[src/rtl/pd_pkg.sv]
// Shared predecode types: jump_t classification codes, control-flow opcodes
// and the J/B immediate sign-extension helpers.
package pd_pkg;

  typedef enum logic [2:0] {
    NO_CFLOW = 3'd0,
    COND_BR  = 3'd1,
    RET      = 3'd2,
    J        = 3'd3,
    JR       = 3'd4,
    JAL      = 3'd5,
    JALR     = 3'd6
  } jump_t;

  localparam logic [6:0] OP_BRANCH = 7'h63;
  localparam logic [6:0] OP_JALR   = 7'h67;
  localparam logic [6:0] OP_JAL    = 7'h6f;

  function automatic logic signed [31:0] sext_jimm(input logic [31:0] insn);
    logic [20:0] imm;
    imm = {insn[31], insn[19:12], insn[20], insn[30:21], 1'b0};
    return 32'($signed(imm));
  endfunction

  function automatic logic signed [31:0] sext_bimm(input logic [31:0] insn);
    logic [12:0] imm;
    imm = {insn[31], insn[7], insn[30:25], insn[11:8], 1'b0};
    return 32'($signed(imm));
  endfunction

  function automatic logic is_link(input logic [4:0] r);
    return (r == 5'd1) || (r == 5'd5);
  endfunction

endpackage

[src/rtl/predecode_lane.sv]
// Combinational predecode of one fetch slot: jump_t code, static target
// (J-type or B-type relative to slot_pc) and the backward-branch flag.
module predecode_lane
  import pd_pkg::*;
#(
  parameter int unsigned XLEN = 64
) (
  input  logic [31:0]     insn,
  input  logic [XLEN-1:0] slot_pc,
  output logic [2:0]      pd,
  output logic [XLEN-1:0] target,
  output logic            backward
);

  logic [6:0] opcode;
  logic [4:0] rd;
  logic [4:0] rs1;
  jump_t      cls;

  assign opcode = insn[6:0];
  assign rd     = insn[11:7];
  assign rs1    = insn[19:15];

  always_comb begin
    cls      = NO_CFLOW;
    target   = '0;
    backward = 1'b0;
    case (opcode)
      OP_BRANCH: begin
        cls      = COND_BR;
        target   = slot_pc + XLEN'(sext_bimm(insn));
        backward = insn[31];
      end
      OP_JALR: begin
        if (rd != 5'd0)    cls = JALR;
        else if (is_link(rs1)) cls = RET;
        else               cls = JR;
      end
      OP_JAL: begin
        cls    = is_link(rd) ? JAL : J;
        target = slot_pc + XLEN'(sext_jimm(insn));
      end
      default: cls = NO_CFLOW;
    endcase
  end

  assign pd = cls;

endmodule

[src/rtl/predecode_bundle.sv]
// Registered N-lane bundle predecode with first-cflow redirect prediction and
// dead-slot trimming. Define PD_RAS_EN to add the return-address stack.
module predecode_bundle
  import pd_pkg::*;
#(
  parameter int unsigned LANES     = 4,
  parameter int unsigned XLEN      = 64,
  parameter int unsigned RAS_DEPTH = 8
) (
  input  logic                    clk,
  input  logic                    reset_n,
  input  logic                    flush,
  input  logic                    in_valid,
  output logic                    in_ready,
  input  logic [XLEN-1:0]         in_pc,
  input  logic [32*LANES-1:0]     in_insns,
  input  logic [LANES-1:0]        in_mask,
  output logic                    out_valid,
  input  logic                    out_ready,
  output logic [XLEN-1:0]         out_pc,
  output logic [32*LANES-1:0]     out_insns,
  output logic [LANES-1:0]        out_mask,
  output logic [3*LANES-1:0]      out_pd,
  output logic                    out_has_cflow,
  output logic [((LANES > 1) ? $clog2(LANES) : 1)-1:0] out_cflow_slot,
  output logic                    out_redirect,
  output logic [XLEN-1:0]         out_target
);

  localparam int unsigned SW = (LANES > 1) ? $clog2(LANES) : 1;

  if (LANES < 1 || LANES > 8 || (LANES & (LANES - 1)) != 0 ||
      RAS_DEPTH < 1 || (RAS_DEPTH & (RAS_DEPTH - 1)) != 0) begin : g_bad_cfg
    $error("predecode_bundle: LANES and RAS_DEPTH must be powers of 2");
  end

  logic [2:0]      lane_pd   [LANES];
  logic [XLEN-1:0] lane_pc   [LANES];
  logic [XLEN-1:0] lane_tgt  [LANES];
  logic            lane_back [LANES];

  logic             xfer;
  logic             found;
  logic [SW-1:0]    sel;
  jump_t            sel_pd;
  logic [XLEN-1:0]  sel_tgt;
  logic             sel_back;
  logic             redirect_n;
  logic [XLEN-1:0]  target_n;
  logic [LANES-1:0] mask_n;
  logic [3*LANES-1:0] pd_n;

`ifdef PD_RAS_EN
  localparam int unsigned PW = (RAS_DEPTH > 1) ? $clog2(RAS_DEPTH) : 1;
  localparam logic [PW:0] RAS_FULL = (PW + 1)'(RAS_DEPTH);

  logic [XLEN-1:0] ras_mem [RAS_DEPTH];
  logic [PW-1:0]   ras_ptr;
  logic [PW-1:0]   ras_ptr_inc;
  logic [PW-1:0]   ras_ptr_dec;
  logic [PW:0]     ras_count;
  logic [XLEN-1:0] ras_top;
  logic            ras_push;
  logic            ras_pop;

  assign ras_ptr_inc = (ras_ptr == PW'(RAS_DEPTH - 1)) ? '0 : ras_ptr + PW'(1);
  assign ras_ptr_dec = (ras_ptr == '0) ? PW'(RAS_DEPTH - 1) : ras_ptr - PW'(1);
  assign ras_top     = ras_mem[ras_ptr_dec];
`endif

  for (genvar i = 0; i < LANES; i++) begin : g_lane
    assign lane_pc[i] = in_pc + XLEN'(4 * i);
    predecode_lane #(.XLEN(XLEN)) u_lane (
      .insn     (in_insns[32*i +: 32]),
      .slot_pc  (lane_pc[i]),
      .pd       (lane_pd[i]),
      .target   (lane_tgt[i]),
      .backward (lane_back[i])
    );
  end

  assign in_ready = !out_valid | out_ready;
  assign xfer     = in_valid & in_ready & !flush;

  // Only the lowest valid cflow slot decides; a non-redirecting first slot
  // ends the decision even if a later slot would have redirected.
  always_comb begin
    found    = 1'b0;
    sel      = '0;
    sel_pd   = NO_CFLOW;
    sel_tgt  = '0;
    sel_back = 1'b0;
    for (int unsigned i = 0; i < LANES; i++) begin
      if (!found && in_mask[i] && lane_pd[i] != 3'd0) begin
        found    = 1'b1;
        sel      = SW'(i);
        sel_pd   = jump_t'(lane_pd[i]);
        sel_tgt  = lane_tgt[i];
        sel_back = lane_back[i];
      end
    end

    redirect_n = 1'b0;
    target_n   = '0;
    case (sel_pd)
      J, JAL: begin
        redirect_n = 1'b1;
        target_n   = sel_tgt;
      end
      COND_BR: begin
        redirect_n = sel_back;
        target_n   = sel_back ? sel_tgt : '0;
      end
      RET: begin
`ifdef PD_RAS_EN
        if (ras_count != '0) begin
          redirect_n = 1'b1;
          target_n   = ras_top;
        end
`endif
      end
      default: redirect_n = 1'b0;
    endcase

    mask_n = in_mask;
    pd_n   = '0;
    for (int unsigned i = 0; i < LANES; i++) begin
      if (redirect_n && SW'(i) > sel) mask_n[i] = 1'b0;
      if (mask_n[i]) pd_n[3*i +: 3] = lane_pd[i];
    end
  end

  always_ff @(posedge clk or negedge reset_n) begin
    if (!reset_n) begin
      out_valid      <= 1'b0;
      out_pc         <= '0;
      out_insns      <= '0;
      out_mask       <= '0;
      out_pd         <= '0;
      out_has_cflow  <= 1'b0;
      out_cflow_slot <= '0;
      out_redirect   <= 1'b0;
      out_target     <= '0;
    end else if (flush) begin
      out_valid <= 1'b0;
    end else if (xfer) begin
      out_valid      <= 1'b1;
      out_pc         <= in_pc;
      out_insns      <= in_insns;
      out_mask       <= mask_n;
      out_pd         <= pd_n;
      out_has_cflow  <= found;
      out_cflow_slot <= sel;
      out_redirect   <= redirect_n;
      out_target     <= target_n;
    end else if (out_ready) begin
      out_valid <= 1'b0;
    end
  end

`ifdef PD_RAS_EN
  assign ras_push = xfer && (sel_pd == JAL || sel_pd == JALR);
  assign ras_pop  = xfer && (sel_pd == RET) && (ras_count != '0);

  // Circular stack: pushing when full silently overwrites the oldest entry.
  always_ff @(posedge clk or negedge reset_n) begin
    if (!reset_n) begin
      ras_ptr   <= '0;
      ras_count <= '0;
    end else if (ras_push) begin
      ras_ptr <= ras_ptr_inc;
      if (ras_count != RAS_FULL) ras_count <= ras_count + 1'b1;
    end else if (ras_pop) begin
      ras_ptr   <= ras_ptr_dec;
      ras_count <= ras_count - 1'b1;
    end
  end

  always_ff @(posedge clk) begin
    if (ras_push) ras_mem[ras_ptr] <= in_pc + XLEN'({sel, 2'b00}) + XLEN'(4);
  end
`endif

endmodule

[config.mk]
export PLATFORM = sky130hd
export DESIGN_NAME = predecode_bundle
export DESIGN_NICKNAME = d
export VERILOG_FILES = /design/src/rtl/pd_pkg.sv /design/src/rtl/predecode_lane.sv /design/src/rtl/predecode_bundle.sv
export SDC_FILE = /design/constraint.sdc
export NUM_CORES = 2
export LEC_CHECK = 0
export ABC_AREA = 1
export CAP_MARGIN = 20
export CORE_ASPECT_RATIO = 2
export CORE_MARGIN = 4
export CORE_UTILIZATION = 50
export DETAILED_ROUTE_END_ITERATION = 8
export GPL_TIMING_DRIVEN = 0
export HOLD_SLACK_MARGIN = 0.08
export PLACE_DENSITY = 0.75
export SLEW_MARGIN = 20
export SYNTH_ARGS = -nofsm -noshare
export SYNTH_HDL_FRONTEND = slang
export SYNTH_SLANG_ARGS = --single-unit
[constraint.sdc]
create_clock -name clk -period 1.9 [get_ports clk]
set_input_delay 0.475 -clock clk [delete_from_list [all_inputs] [get_ports clk]]
set_output_delay 0.475 -clock clk [all_outputs]
set_load 0.01 [all_outputs]
==> results summary, run 1 <==
Global routing used 74.0% of the available tracks. The maximum buffer depth of the clock tree came out at 3. The cell row count is 142. The number of buffers inserted during clock tree synthesis came out at 27. The global-route wire length before repair is 445000 um. The synthesized netlist net count came out at 7279. The gate count of the mapped netlist is 6822. For this run the aggregate overflow at the end of global routing stands at 378. The share of synthesized area occupied by flip-flops and latches came out at 18.4%. The first error in the log reads "[ERROR GRT-0116] Global routing finished with congestion. Check the congestion regions in the DRC Viewer". The Yosys step of the flow raised 0 warnings. The run stopped with a tool error. The quantity of I/O buffers inserted on ports came out at 476. The total number of clock tree sinks came out at 277. In this run the horizontal extent of the chip is 202 um.

The tree is rooted in a clkbuf_16. The die is 396 um tall. The number of storage elements in the synthesis netlist is 277. The number of H-tree branching levels is 1.

Entering global routing, the biggest net connects 97 pins. The combined area of all synthesized cells is 0.0376 mm2. The average footprint of a synthesized cell came out at 5.52 um2. The number of unique standard cell types used by synthesis is 52. Once the floorplan was initialized, standard cells occupied 50.3% of the core. The routability-driven placement congestion ratio is 1.23. The number of top-level design ports came out at 479. The via count of the first global-routing pass came out at 59200. The estimated wirelength of the detail-placed design is 197000 um. Progress stopped at global routing (5_1_grt).

Once placement finished, the instance area stood at 0.0450 mm2.
## cell families after synthesis
family	share of synthesized area, %
buffers and inverters	12.9
DFF	18.4
AOI/OAI and AO/OA	11.3
xor gates and xnor gates	5.75
adders and majority gates	8.59
and+or+nand+nor	43.1
## synth_stat cells, drive strengths merged
master | count | area, um2
nand2 | 2565 | 9640
inv | 1162 | 4360
nor2 | 645 | 2440
nand3 | 441 | 2240
o21ai | 390 | 1950
a21oi | 316 | 1590
dfrtp | 277 | 6930
ha | 252 | 3150
xor2 | 201 | 1760
nand4 | 105 | 657
nor3 | 92 | 475
clkbuf | 89 | 340
xnor2 | 46 | 403
o21bai | 40 | 300
or2 | 39 | 244
nand3b | 37 | 278
nor4 | 32 | 206
buf | 24 | 123
a21o | 8 | 60.1
o21a | 8 | 60.1
o2111ai | 7 | 61.3
o211ai | 7 | 62.6
and2 | 4 | 25.0
clkinv | 4 | 15.0
fa | 4 | 80.1
o22ai | 4 | 25.0
a21boi | 3 | 22.5
a22oi | 3 | 22.5
a31oi | 3 | 18.8
o221ai | 3 | 26.3
o31ai | 3 | 22.5
and3 | 2 | 12.5
nand2b | 2 | 12.5
a211oi | 1 | 7.51
a32oi | 1 | 8.76
o31a | 1 | 8.76
or4 | 1 | 7.51
## metal layers
| metal | overflow | GRT usage, % |
|---|---|---|
| met3 | 6 | 55.8 |
| met2 | 178 | 92.3 |
| met5 | 5 | 20.8 |
| met4 | 188 | 80.4 |
| met1 | 1 | 71.6 |
## stage by stage
| stage | instances | setup slack, ns |
|---|---|---|
| floorplan | 6822 | -1.43 |
| global placement | 8306 | -11.43 |
| detailed placement | 8313 | -5.13 |
| CTS | 8647 | -1.66 |
## timing repair
| action | in CTS |
|---|---|
| pin swaps | 312 |
| buffers inserted | 283 |
| resized for setup | 1599 |
| endpoints found under the setup margin | 554 |
| hold buffers | 1 |
| endpoints found under the hold margin | 188 |
| gates cloned | 0 |
==> run 2, diff against run 1 <==
CORE_ASPECT_RATIO = not set   (was 2)
CORE_UTILIZATION = 35   (was 50)
HOLD_SLACK_MARGIN = not set   (was 0.08)
PLACE_DENSITY = not set   (was 0.75)
PLACE_DENSITY_LB_ADDON = 0.15   (was not set)
clock period = 2.45 ns   (was 1.9 ns; I/O delays follow)
==> run 2 against run 1 <==
  * The flow now finishes, with violations (setup timing)
  * Synthesized cell count unchanged
  * Area after synthesis unchanged
==> results summary, run 2 <==
The run finished, with violations left. The final reports fail on setup timing. In the synthesized netlist, the cells that appear most often are nand2_1, inv_1, nor2_1, nand3_1, o21ai_0.

The number of design rule violations left after detail routing came out at 0. The setup check on the worst reg-to-reg path leaves a slack of 0.18 ns. The count of flip-flops with a built-in enable after synthesis is 0 (unchanged). The source of the worst register-to-register timing path is out_valid$_DFFE_PN0P_. The clock-pin slew of the registers on the worst-case setup and hold paths is 0.06 ns. The final route contains 51100 vias.

The global routing stage identified its most utilized layer as met2. The first-iteration detailed-routing DRC count came out at 5841. The largest registers in the layout are out_insns (128), out_pc (64), out_target (64). The worst-case vdd ir drop came out at 391 uV. The worst hold path begins at in_insns[33].

The mean routed wirelength per cell is 26.9 um. The cell row count is 120 (-15%). For the pin with the worst max-slew slack, the measured transition is 1.14 ns.

In this design, the stage delay of the slowest critical-path cell is 0.40 ns. The setup path with the least slack is of type in -> reg. The die outline width came out at 336 um (+66%). The number of unique standard cell types used by synthesis came out at 52 (unchanged). After synthesis, the cell types taking the most area are nand2_1, dfrtp_1, inv_1. After layout, the minimum clock period comes to 4.08 ns. The estimated wirelength of the detail-placed design is 206000 um (+4.5%). The post-synthesis async set-or-reset flop share came out at 100% (unchanged). The growth of design area from synthesis to finish is 61.0%. The global-route met1 utilization came out at 57.5%. The final-layout worst hold slack came out at 0.264 ns.

The number of hold violations in the final report came out at 0. The via-per-instance ratio is 5.51. The most flop-heavy register is out_insns. The maximum fanout along the worst path is 6.

The proportion of netlist area held by the largest area contributor was 25.6% (unchanged). Leaving out fill and tap cells, the most frequent cell in the layout is nand2_1. The type of the most critical hold path is in -> reg.

The gate count of the mapped netlist is 6822 (unchanged). The number of H-tree branching levels was 2 (+1). The overflow left after global routing is 0. The routability-driven placement congestion ratio was 1.09 (-12%).

The via count of the first global-routing pass was 45700. The clock latency reported for the late side of the worst-skew pair is 0.64 ns. In this design, the critical path's most frequently occurring cell is nand2_2. The met3 usage in global routing is 10.3%.

In the layout the commonest cells are nand2_1, inv_1, buf_4, clkdlybuf4s50_1, nor2_1. The final-report setup violation count is 67. Power spread over the standard cell area amounts to 379 mW/mm2. The utilization after layout is 56.7%. Excluding fillers, the count of instances in the completed layout stands at 9264. The worst register-to-register path has a depth of 8. The most critical setup path has its startpoint at in_pc[15].

The worst setup path is launched from an input pin. The Yosys warning count is 0 (unchanged). The die covers 0.113 mm2.

The met2 demand-to-capacity share in global routing came out at 59.0%. Clock tree synthesis selected as its root buffer the cell clkbuf_16. The maximum buffer depth of the clock tree is 3 (unchanged). The effective utilization at floorplan came out at 35.2% (-15 points). The share of cells above drive strength 1 came out at 31.0%. Setup slack on the critical path of the routed design comes to -1.63 ns. The type of element capturing the critical path is a flop. The number of storage elements in the synthesis netlist came out at 277 (unchanged). The post-layout net count came out at 8286.

The critical path ends at out_target[59]$_DFFE_PN0P_. Setup repair after global routing could not meet its margin everywhere. On the critical path the largest part of the delay comes from simple AND/OR/NAND/NOR gates. For this run, the top clock speed supported by timing is 245 MHz. Wires add up to 249000 um. The first global-routing pass estimated 336000 um of wire. The share of synthesized area occupied by flip-flops and latches was 18.4% (unchanged). The combined area of all synthesized cells is 0.0376 mm2 (unchanged).

The quantity of I/O buffers inserted on ports came out at 476 (unchanged). The final antenna-violating net count is 0. TritonCTS built the clock tree. The register with the most flip-flops in the layout has 128 of them. The core box area came out at 0.107 mm2. The filler cell count is 10700. For this run, the detailed router's first-pass iteration total came to 6.

The number of top-level design ports is 479 (unchanged). The synthesized design spends more area on one cell type than any other, namely nand2_1. The post-route clock period utilization is 166%.

The total power of the final layout came out at 0.0230 W. The analysis attributes to cell leakage a power of 29.8 nW. The vertical extent of the die came out at 336 um (-15%). The clock arrives with 0.0605 ns of skew.

nand2_1 is the most common cell in the netlist. For the worst setup path, the data arrival time is 4.55 ns. The dominant register cell in the synthesized netlist is dfrtp_1. The number of cells in the design after placement was 8707 (+4.7%). The average footprint of a synthesized cell is 5.52 um2 (unchanged). The initial antenna violation count is 5. The number of buffers and inverters on the critical path is 7.

The instance count on the critical path is 26. Entering global routing, the biggest net connects 85 pins. The synthesized netlist net count is 7279 (unchanged). The number of max-slew violations in the final report came out at 0.

The number of buffers inserted during clock tree synthesis was 36 (+33%). The required time of the critical path is 2.92 ns. The max capacitance violation total is 0.

The global-route total usage across every layer came out at 41.7%. The total number of clock tree sinks came out at 277 (unchanged). The headroom to the max-slew limit is 23.9%. On the critical path, the stage with the largest delay is an instance of nor4_4. The endpoint of the lowest-slack register-to-register path is out_pc[21]$_DFFE_PN0P_.
==> run 2: cell counts after synthesis <==
Identical to the previous run, type by type.
==> run 2: tightest hold or removal path: stages <==
cell and delay (ns):
clkbuf_2 0.10, nand2_1 0.05, nand2_1 0.05
==> run 2: per-layer routing <==
layer	part of all wire, %	vias up
li1	-	23400
met1	42	24300
met2	39	2822
met3	12	529
met4	7.5	0
met5	0	-
==> run 2: area by class of cell <==
cell class | instances | area [um2] | share of cell area, %
antenna | 5 | 12.5 | 0.0206
buffer | 112 | 876 | 1.45
clock buffer | 55 | 1060 | 1.75
clock inverter | 10 | 101 | 0.167
inverter | 1166 | 4590 | 7.58
multi-input combinational | 5266 | 36000 | 59.4
sequential | 277 | 6930 | 11.4
tap | 1403 | 1760 | 2.90
timing repair buffer | 970 | 9280 | 15.3
==> run 2: kinds of logic after synthesis <==
| logic type | synth area share [%] |
|---|---|
| AOI/OAI and AO/OA | 11.3 |
| xor gates and xnor gates | 5.75 |
| adders and majority gates | 8.59 |
| buffers and inverters | 12.9 |
| DFF | 18.4 |
| and+or+nand+nor | 43.1 |
==> run 2: where the power goes <==
group          leakage (nW)  internal, W  switching, W  total [W]
Sequential             3.56      0.00507      0.000321    0.00539
Combinational          25.6      0.00465       0.00749     0.0121
Clock                 0.562      0.00310       0.00235    0.00546
==> run 2: what timing repair did <==
action                                  4_1_cts  5_1_grt
gates resized for setup                    1596     1240
endpoints found under the setup margin      276      277
pin swaps                                   328      377
endpoints found under the hold margin        35        0
hold buffers                                  1        0
cloned                                        1        6
setup buffers                               293      190
==> run 2: how the worst min path moves through the flow <==
stage | end | slack (ns) | depth (start not counted)
after floorplan | out_cflow_slot[0]$_DFFE_PN0P_ | 0.32 | 0
after global placement | out_insns[4]$_DFFE_PN0P_ | 0.45 | 2
after detailed placement | out_insns[4]$_DFFE_PN0P_ | 0.46 | 2
after CTS | out_pc[4]$_DFFE_PN0P_ | 0.36 | 3
after global routing | out_insns[33]$_DFFE_PN0P_ | 0.28 | 3
final | out_insns[33]$_DFFE_PN0P_ | 0.26 | 3
==> run 2: metrics by stage <==
| stage | cell area [um2] | setup slack [ns] | TNS [ns] |
|---|---|---|---|
| 2_1_floorplan | 38800 | -1.02 | -46.44 |
| 3_3_place_gp | 45300 | -12.08 | -4027.57 |
| 3_5_place_dp | 45400 | -4.64 | -412.21 |
| 4_1_cts | 54500 | -1.43 | -127.16 |
| 5_1_grt | 60600 | -1.66 | -79.17 |
| 6_report | 60600 | -1.63 | -74.82 |
Power figures use the tool's default switching activity.
